## src/rtl/alarm_pkg.sv

```systemverilog
// Shared types and helpers for the 24-hour BCD alarm clock: time struct,
// digit limits, channel state encoding, validity check and BCD increment.
package alarm_pkg;

    typedef struct packed {
        logic [3:0] h10;
        logic [3:0] h1;
        logic [3:0] m10;
        logic [3:0] m1;
        logic [3:0] s10;
        logic [3:0] s1;
    } bcd_time_t;

    localparam logic [3:0] DIG_MAX    = 4'd9;
    localparam logic [3:0] TENS_MAX   = 4'd5;
    localparam logic [3:0] H10_MAX    = 4'd2;
    localparam logic [3:0] H1_MAX_24  = 4'd3;

    typedef enum logic [1:0] {
        IDLE,
        RINGING,
        SNOOZED
    } chan_state_t;

    function automatic logic bcd_time_valid(input bcd_time_t t);
        logic hours_ok;
        hours_ok = (t.h10 < H10_MAX && t.h1 <= DIG_MAX) ||
                   (t.h10 == H10_MAX && t.h1 <= H1_MAX_24);
        return hours_ok && (t.m10 <= TENS_MAX) && (t.m1 <= DIG_MAX) &&
               (t.s10 <= TENS_MAX) && (t.s1 <= DIG_MAX);
    endfunction

    function automatic bcd_time_t bcd_inc(input bcd_time_t t);
        bcd_time_t r;
        r = t;
        if (t.s1 != DIG_MAX) begin
            r.s1 = t.s1 + 4'd1;
        end else begin
            r.s1 = '0;
            if (t.s10 != TENS_MAX) begin
                r.s10 = t.s10 + 4'd1;
            end else begin
                r.s10 = '0;
                if (t.m1 != DIG_MAX) begin
                    r.m1 = t.m1 + 4'd1;
                end else begin
                    r.m1 = '0;
                    if (t.m10 != TENS_MAX) begin
                        r.m10 = t.m10 + 4'd1;
                    end else begin
                        r.m10 = '0;
                        if (t.h10 == H10_MAX && t.h1 == H1_MAX_24) begin
                            r.h10 = '0;
                            r.h1  = '0;
                        end else if (t.h1 == DIG_MAX) begin
                            r.h1  = '0;
                            r.h10 = t.h10 + 4'd1;
                        end else begin
                            r.h1 = t.h1 + 4'd1;
                        end
                    end
                end
            end
        end
        return r;
    endfunction

endpackage

```

## src/rtl/alarm_channel.sv

```systemverilog
// One alarm channel: slot register, match comparator and the
// idle/ringing/snoozed state machine with its seconds counter.
module alarm_channel
    import alarm_pkg::*;
#(
    parameter int unsigned SNOOZE_S       = 300,
    parameter int unsigned RING_TIMEOUT_S = 60
) (
    input  logic      clk,
    input  logic      rst_n,
    input  logic      wr,
    input  bcd_time_t wr_time,
    input  logic      en,
    input  logic      sec_tick,
    input  bcd_time_t now,
    input  logic      snooze,
    input  logic      dismiss,
    output logic      ring,
    output logic      snoozed,
    output logic      ring_next
);

    localparam logic [15:0] SNOOZE_CNT = 16'(SNOOZE_S);
    localparam logic [15:0] RING_CNT   = 16'(RING_TIMEOUT_S);

    chan_state_t state_q, state_d;
    logic [15:0] cnt_q, cnt_d;
    bcd_time_t   slot_q, slot_d;
    logic        ring_q, ring_d;
    logic        snoozed_q, snoozed_d;

    always_ff @(posedge clk or negedge rst_n) begin
        if (!rst_n) begin
            state_q   <= IDLE;
            cnt_q     <= '0;
            slot_q    <= '0;
            ring_q    <= 1'b0;
            snoozed_q <= 1'b0;
        end else begin
            state_q   <= state_d;
            cnt_q     <= cnt_d;
            slot_q    <= slot_d;
            ring_q    <= ring_d;
            snoozed_q <= snoozed_d;
        end
    end

    // Counter holds the remaining ticks; the tick that lands on 1 ends the interval.
    always_comb begin
        state_d = state_q;
        cnt_d   = cnt_q;
        slot_d  = slot_q;
        if (wr) begin
            slot_d  = wr_time;
            state_d = IDLE;
            cnt_d   = '0;
        end else if (!en) begin
            state_d = IDLE;
            cnt_d   = '0;
        end else begin
            unique case (state_q)
                IDLE: begin
                    if (sec_tick && now == slot_q) begin
                        state_d = RINGING;
                        cnt_d   = RING_CNT;
                    end
                end
                RINGING: begin
                    if (dismiss) begin
                        state_d = IDLE;
                    end else if (snooze) begin
                        state_d = SNOOZED;
                        cnt_d   = SNOOZE_CNT;
                    end else if (sec_tick) begin
                        if (cnt_q <= 16'd1) state_d = IDLE;
                        else                cnt_d   = cnt_q - 16'd1;
                    end
                end
                SNOOZED: begin
                    if (dismiss) begin
                        state_d = IDLE;
                    end else if (sec_tick) begin
                        if (cnt_q <= 16'd1) begin
                            state_d = RINGING;
                            cnt_d   = RING_CNT;
                        end else begin
                            cnt_d = cnt_q - 16'd1;
                        end
                    end
                end
                default: state_d = IDLE;
            endcase
        end
    end

    always_comb begin
        ring_d    = (state_d == RINGING);
        snoozed_d = (state_d == SNOOZED);
    end

    assign ring      = ring_q;
    assign snoozed   = snoozed_q;
    assign ring_next = ring_d;

endmodule

```

## src/rtl/alarm_timekeeper.sv

```systemverilog
// 24-hour BCD timekeeper with prescaler, validated time/alarm loads and
// NUM_ALARMS independent alarm channels.
module alarm_timekeeper
    import alarm_pkg::*;
#(
    parameter int unsigned CLK_HZ         = 100_000_000,
    parameter int unsigned NUM_ALARMS     = 4,
    parameter int unsigned SNOOZE_S       = 300,
    parameter int unsigned RING_TIMEOUT_S = 60
) (
    input  logic                  clk,
    input  logic                  rst_n,
    input  logic                  set_time_valid,
    input  logic [23:0]           set_time,
    input  logic                  alarm_wr,
    input  logic [2:0]            alarm_idx,
    input  logic [23:0]           alarm_time,
    input  logic [NUM_ALARMS-1:0] alarm_en,
    input  logic                  snooze,
    input  logic                  dismiss,
    output logic [23:0]           time_bcd,
    output logic                  sec_tick,
    output logic [NUM_ALARMS-1:0] ring,
    output logic                  ring_any,
    output logic [NUM_ALARMS-1:0] snoozed,
    output logic                  set_err
);

    localparam int unsigned    PW        = (CLK_HZ > 1) ? $clog2(CLK_HZ) : 1;
    localparam logic [PW-1:0]  PRESC_MAX = PW'(CLK_HZ - 1);

    logic [PW-1:0]         presc_q, presc_d;
    bcd_time_t             time_q, time_d;
    logic                  sec_tick_q, sec_tick_d;
    logic                  set_err_q, set_err_d;
    logic                  ring_any_q, ring_any_d;
    logic                  tick, set_ok, alarm_ok, alarm_in_range;
    logic [NUM_ALARMS-1:0] wr_sel;
    logic [NUM_ALARMS-1:0] ring_next;

    always_ff @(posedge clk or negedge rst_n) begin
        if (!rst_n) begin
            presc_q    <= '0;
            time_q     <= '0;
            sec_tick_q <= 1'b0;
            set_err_q  <= 1'b0;
            ring_any_q <= 1'b0;
        end else begin
            presc_q    <= presc_d;
            time_q     <= time_d;
            sec_tick_q <= sec_tick_d;
            set_err_q  <= set_err_d;
            ring_any_q <= ring_any_d;
        end
    end

    // A valid load wins over a coincident tick; an invalid one leaves counting untouched.
    always_comb begin
        tick           = (presc_q == PRESC_MAX);
        set_ok         = bcd_time_valid(bcd_time_t'(set_time));
        alarm_ok       = bcd_time_valid(bcd_time_t'(alarm_time));
        alarm_in_range = (32'(alarm_idx) < NUM_ALARMS);
        presc_d        = tick ? '0 : presc_q + PW'(1);
        time_d         = time_q;
        sec_tick_d     = 1'b0;
        if (set_time_valid && set_ok) begin
            time_d  = bcd_time_t'(set_time);
            presc_d = '0;
        end else if (tick) begin
            time_d     = bcd_inc(time_q);
            sec_tick_d = 1'b1;
        end
        set_err_d = (set_time_valid && !set_ok) ||
                    (alarm_wr && alarm_in_range && !alarm_ok);
        wr_sel = '0;
        for (int unsigned i = 0; i < NUM_ALARMS; i++) begin
            wr_sel[i] = alarm_wr && alarm_ok && (32'(alarm_idx) == i);
        end
        ring_any_d = |ring_next;
    end

    for (genvar i = 0; i < NUM_ALARMS; i++) begin : g_chan
        alarm_channel #(
            .SNOOZE_S       (SNOOZE_S),
            .RING_TIMEOUT_S (RING_TIMEOUT_S)
        ) u_chan (
            .clk       (clk),
            .rst_n     (rst_n),
            .wr        (wr_sel[i]),
            .wr_time   (bcd_time_t'(alarm_time)),
            .en        (alarm_en[i]),
            .sec_tick  (sec_tick_q),
            .now       (time_q),
            .snooze    (snooze),
            .dismiss   (dismiss),
            .ring      (ring[i]),
            .snoozed   (snoozed[i]),
            .ring_next (ring_next[i])
        );
    end

    assign time_bcd = time_q;
    assign sec_tick = sec_tick_q;
    assign ring_any = ring_any_q;
    assign set_err  = set_err_q;

endmodule
```

## config.mk

```make
export PLATFORM = sky130hd
export DESIGN_NAME = alarm_timekeeper
export DESIGN_NICKNAME = d
export VERILOG_FILES = /design/src/rtl/alarm_pkg.sv /design/src/rtl/alarm_channel.sv /design/src/rtl/alarm_timekeeper.sv
export SDC_FILE = /design/constraint.sdc
export NUM_CORES = 1
export LEC_CHECK = 0
export BUFFER_PORTS_ARGS = -buffer_cell sky130_fd_sc_hd__buf_2
export CAP_MARGIN = 10
export CORE_MARGIN = 2
export CORE_UTILIZATION = 55
export DETAILED_ROUTE_END_ITERATION = 10
export GPL_TIMING_DRIVEN = 0
export PLACE_DENSITY = 0.74
export SETUP_SLACK_MARGIN = 0.05
export SLEW_MARGIN = 40
export SYNTH_ARGS = -nofsm -noshare
export SYNTH_HDL_FRONTEND = slang
export SYNTH_SLANG_ARGS = --single-unit
export TNS_END_PERCENT = 50
```

## constraint.sdc

```tcl
create_clock -name clk -period 2.3 [get_ports clk]
set_input_delay 0.115 -clock clk [delete_from_list [all_inputs] [get_ports clk]]
set_output_delay 0.115 -clock clk [all_outputs]
set_load 0.01 [all_outputs]
```

Word-level counts from Yosys, hierarchy flattened --
Index checks and enable logic that the tools add are counted.
Word-level totals: register bits after elaboration 230, input bits 61, output and inout port bits 35, word-level logic and storage cells 298
Cells by class: add/subtract/negate cells 11, magnitude comparators 19, equal/unequal tests 65, muxes and demuxes 105, reductions and logical operators 48
Operators by type and width (count):
- two-way mux 16 bit | 41
- one-hot mux 16 bit (3 select lines) | 4
- == test 24 bit | 4
- two-way mux 2 bit | 40
- less-or-equal comparator 16 x 1 -> 1 bit (second input constant) | 4
- subtractor 16 x 1 -> 16 bit (second input constant) | 4
- inequality test 4 x 3 -> 1 bit (second input constant) | 14
- two-way mux 27 bit | 2
- two-way mux 24 bit | 2
- inequality test 5 x 4 -> 1 bit (second input constant) | 8
- AND reduction 7 bit | 4
- adder 27 x 1 -> 27 bit (second input constant) | 1
- == test 27 bit (second input constant) | 1
- logical AND 1 bit | 26
- adder 4 x 1 -> 4 bit (second input constant) | 6
- less-or-equal comparator 4 bit (second input constant) | 6
- two-way mux 4 bit | 6
- one-hot mux 2 bit (3 select lines) | 4
- two-way mux 20 bit | 1
- inequality test 5 x 1 -> 1 bit (second input constant) | 4
- == test 2 x 1 -> 1 bit (second input constant) | 8
- == test 2 bit (second input constant) | 8
- == test 4 x 2 -> 1 bit (second input constant) | 4
- less-or-equal comparator 4 x 3 -> 1 bit (second input constant) | 4
- other kinds (24) | 42

Longest topological paths before layout --
word-level depth 12, mapped depth 10

Cells and area by module --
Synthesis repeated with hierarchy kept, for this count alone.
Unflattened totals: cells, all modules 1344, area total of the unflattened synthesis 13420.4 um^2
By module, submodules not included:
- alarm_channel | times used 4, cells an instance 249, area each 2561.2 um^2
- alarm_timekeeper | times used 1, cells an instance 348, area each 3175.5 um^2

Least setup slack after synthesis --
OpenSTA, ideal clock, no wires.
kind reg2reg, from register time_q, in the netlist time_bcd[14], to register g_chan[1].u_chan.cnt_q[14], arrival 2.472 ns, required time 2.221 ns, setup slack -0.252 ns, cell stages (with the launch flop) 9, buffers on the path 1, clock period less this slack 2.552 ns, cells stage by stage dfrtp_1 -> buf_2 -> xor2_1 -> nor4_1 -> nand3_1 -> or4_4 -> a211o_4 -> or3_1 -> mux2i_1
Between the ends: longest elaborated chain between the ends 4
RTL lines:
- start, declared | RTL line alarm_timekeeper.sv:33 | bcd_time_t time_q, time_d;
- start signal, assigned | RTL line alarm_timekeeper.sv:50 | time_q <= time_d;
- == test 24 bit | RTL line alarm_channel.sv:63 | if (sec_tick && now == slot_q) begin
- logical AND 1 bit | RTL line alarm_channel.sv:63
- inequality test 4 x 2 -> 1 bit (no line)
- AND reduction 7 bit (no line)
- end signal, assigned | RTL line alarm_channel.sv:41 | cnt_q <= cnt_d;
- end, declared | RTL line alarm_channel.sv:27 | logic [15:0] cnt_q, cnt_d;
Every way passes these cells. A chain may end at the register's enable or synchronous reset.

Worst setup path in the final report --
from register time_q, in the netlist time_bcd[3], to register ring_any_q, in the netlist ring_any
Between the ends: longest elaborated chain between the ends 8, elaborated cells on any way between the ends 29, those cells by class eq/ne: 8; mux: 16; reduce/logical: 5
RTL lines:
- == test 24 bit | RTL line alarm_channel.sv:63
- logical AND 1 bit | RTL line alarm_channel.sv:63
- two-way mux 2 bit | RTL line alarm_channel.sv:63
- one-hot mux 2 bit (3 select lines) | RTL line alarm_channel.sv:61 | unique case (state_q)
- two-way mux 2 bit | RTL line alarm_channel.sv:57 | end else if (!en) begin
- two-way mux 2 bit | RTL line alarm_channel.sv:53 | if (wr) begin
- == test 2 x 1 -> 1 bit | RTL line alarm_channel.sv:97 | ring_d = (state_d == RINGING);
- OR reduction 4 bit (*) | RTL line alarm_timekeeper.sv:79 | ring_any_d = |ring_next;
- via ring_any_d | RTL line alarm_timekeeper.sv:36 | logic ring_any_q, ring_any_d;
- end signal, assigned | RTL line alarm_timekeeper.sv:53 | ring_any_q <= ring_any_d;
- end, declared | RTL line alarm_timekeeper.sv:36
Mark *: on every way through the listed nets, which the timed path passes. The rest lies on a longest branch.

==> results.cfg <==
[synth]
synth_cells = 1427
ys_seq_area_share_pct = 44.2
synth_flop_cell = dfrtp_1
ys_warn_count = 0
synthArstFlopShare_pct = 100
synth_top_cell_area_share_pct = 44.2
synth_area_um2 = 13000
synth.distinct_cells = 79
synth_seq_cells = 230
synth_nets = 1517
synthTopCellsByCount = dfrtp_1 (230), nand2_1 (199), nor2_1 (122), xnor2_1 (87), o21ai_0 (72)
synth.area.top_cells = dfrtp_1 (44%), xnor2_1 (5.9%), nand2_1 (5.7%)
yosysTopAreaCell = dfrtp_1
yosysMostFrequentCell = dfrtp_1
synth_edf_count = 0
avgSynthCellArea_um2 = 9.12

[final_layout]
multiInputGateArea_um2 = 7810
area_growth_pct = 34.6
nNetsFinal = 1781
final_cells = 2032
register_area_um2 = 5760
final_util_pct = 75.0
layout-drive-gt1-share_pct = 30.6
fillers = 1534

[floorplan]
num_rows = 56
ios = 96
coreArea_um2 = 23300
die_h_um = 158
die-area_um2 = 24900
start_util_pct = 55.7
dieWidth_um = 158

[sta]
finalSetupTns_ns = -18.55
setup_viol = 76
clock-skew-final_ns = 0.0281
rsz0062_at_grt = yes
worst_slew_pin_slew_ns = 0.763
drv_slew = 0
setup_slack_ns = -0.506
period_share_pct = 122
hold_violations = 0
maxSlewHeadroom_pct = 49.2
period_minus_slack_ns = 2.81
hold_slack_ns = 0.0364
clock.fmax_mhz = 356

[critical_path]
cp_data_required_time_ns = 2.74
cp.arrival_ns = 3.25
worstSetupStartpointType = flop
cp_max_fo = 4
crit_path_end_kind = flop
reg2reg_setup_slack_ns = -0.51
crit_type = flop to flop

[outcome]
violations = negative setup slack
outcome = finished, violations left

[power_and_ir_drop]
leakage_nw = 8.20
vdd_drop_max_uv = 496
total_power_mw = 9.59
power.density_nw_per_um2 = 548

[global_route]
grt_overflow = 0
grt_pass1_vias = 12153
grt_use_total_pct = 31.5
grt_max_degree = 75
antenna_found_initial = 3
grt_pass1_wl_um = 62300

[clocking]
htree_levels = 1
tritoncts = yes
cts_buffers = 26
cts_root_buffer = clkbuf_16
clockBufferDepth = 3
clk_latency_ns = 0.55
cts_sinks = 230
clk_pin_slew_ns = 0.06

[drt]
drt-initial-drc-count = 1148
avgViaCountPerCell = 6.05
detail_route.wl_per_cell_um = 19.8
first_pass_iters = 6
num_vias = 12284
drcViolationCount = 0
wl_um = 40200
ant_nets = 0

[flow_run]
maxCapViolCount = 0

[worst_hold_path]
hold_path.class = input port to async pin

[place]
gp_congestion = 0.885
io_buffers = 95
hpwlAfterDp_um = 24900
dp_cells = 1844
-- placed cells by master (no fill, tap or decap), types with 11 or more instances in the layout --
| cell type | netlist | final |
|---|---|---|
| a21oi_1 | 54 | 44 |
| nor3_1 | 42 | 27 |
| buf_4 | 9 | 78 |
| clkbuf_1 | 52 | 31 |
| clkbuf_16 | 0 | 26 |
| ha_1 | 29 | 25 |
| and2_1 | 27 | 25 |
| nand3_1 | 67 | 52 |
| inv_1 | 42 | 40 |
| xor2_1 | 37 | 35 |
| xnor2_1 | 87 | 67 |
| dfrtp_1 | 230 | 225 |
| nand2_1 | 199 | 194 |
| o21ai_0 | 72 | 42 |
| nor2_1 | 122 | 112 |
| o21ai_1 | 1 | 15 |
| buf_6 | 3 | 42 |
| nand3_2 | 0 | 14 |
| buf_2 | 14 | 95 |
| dlygate4sd3_1 | 0 | 44 |
| xnor2_2 | 0 | 17 |
| clkbuf_8 | 0 | 17 |
| mux2_2 | 43 | 42 |
| o22ai_1 | 22 | 15 |
| o21ai_2 | 0 | 16 |
| nor4_1 | 24 | 14 |
| nand4_1 | 30 | 30 |
| and3_1 | 13 | 11 |
-- cells by family after synthesis --
kind of cell	synth area share [%]
multiplexers	4.11
AND/OR/NAND/NOR	23.3
adder cells (fa/ha/maj)	2.79
XOR/XNOR	8.35
buffers and inverters	4.09
AO/OA/AOI/OAI	13.1
flip-flops	44.2
-- what timing repair did --
action                                  4_1_cts  5_1_grt
hold endpoints to repair                    277        0
gates resized for setup                     186      116
endpoints found under the setup margin      121      115
pin swaps                                    62       51
buffers inserted                             60       32
gates cloned                                  7        1
hold buffers                                 44        0
-- layout make-up --
cell class	instances	area share [%]
inverters	42	0.901
repair buffers	240	10.7
well taps	319	2.28
flip-flops and latches	230	32.9
clock buffers	38	4.43
plain buffers	76	3.44
clock inverters	9	0.629
diodes	3	0.0429
multi-input cells	1075	44.6
-- layer usage --
| layer | global-route usage, % | share of wire [%] | vias to the layer above |
|---|---|---|---|
| li1 | - | - | 5565 |
| met5 | 0 | 0 | - |
| met4 | 13.4 | 4.4 | 0 |
| met3 | 5.58 | 6.6 | 134 |
| met1 | 38.6 | 39 | 6033 |
| met2 | 54.9 | 49 | 552 |
-- power by group --
group	switching (mW)	internal, mW
Combinational	0.559	0.468
Sequential	0.109	4.17
Clock	1.74	2.56
Total	2.40	7.19
-- worst max-delay path, cell delays in order (launching register included) --
cell and delay [ns]:
dfrtp_1 0.39, clkbuf_8 0.16, xor2_1 0.15, nor4_2 0.35, nand3_1 0.17, or4_4 0.62, o21a_1 0.24, or4b_4 0.55
o2111ai_2 0.08
-- stage by stage --
stage	setup slack (ns)	instance area, um2
6_report	-0.506	17500
5_1_grt	-0.528	17500
4_1_cts	-0.403	16800
3_5_place_dp	-0.766	14200
3_3_place_gp	-3.04	14100
2_1_floorplan	-0.225	13200
-- state kept, by name, indices dropped and copies added, names as in the netlist --
name / flops
set_err: 1
time_bcd: 24
g_chan.u_chan.state_q: 8
g_chan.u_chan.snoozed: 4
g_chan.u_chan.ring: 4
g_chan.u_chan.slot_q: 96
presc_q: 27
g_chan.u_chan.cnt_q: 64
ring_any: 1
sec_tick: 1
-- final timing paths --
kind                            cells after the start                                    from                                 endpoint
worst max-delay path                                8                 time_bcd[3]$_DFFE_PN0P_                       ring_any$_DFF_PN0_
worst min-delay path                                2                                   rst_n    g_chan[2].u_chan.cnt_q[7]$_DFFE_PN0P_
worst max register to register                      8                 time_bcd[3]$_DFFE_PN0P_                       ring_any$_DFF_PN0_
worst min register to register                      2  g_chan[2].u_chan.slot_q[5]$_DFFE_PN0P_   g_chan[2].u_chan.slot_q[5]$_DFFE_PN0P_
max in group asynchronous                           4                                   rst_n  g_chan[0].u_chan.slot_q[21]$_DFFE_PN0P_
min in group clk                                    3                            alarm_idx[2]                        set_err$_DFF_PN0_
(Power assumes the default switching activity.)
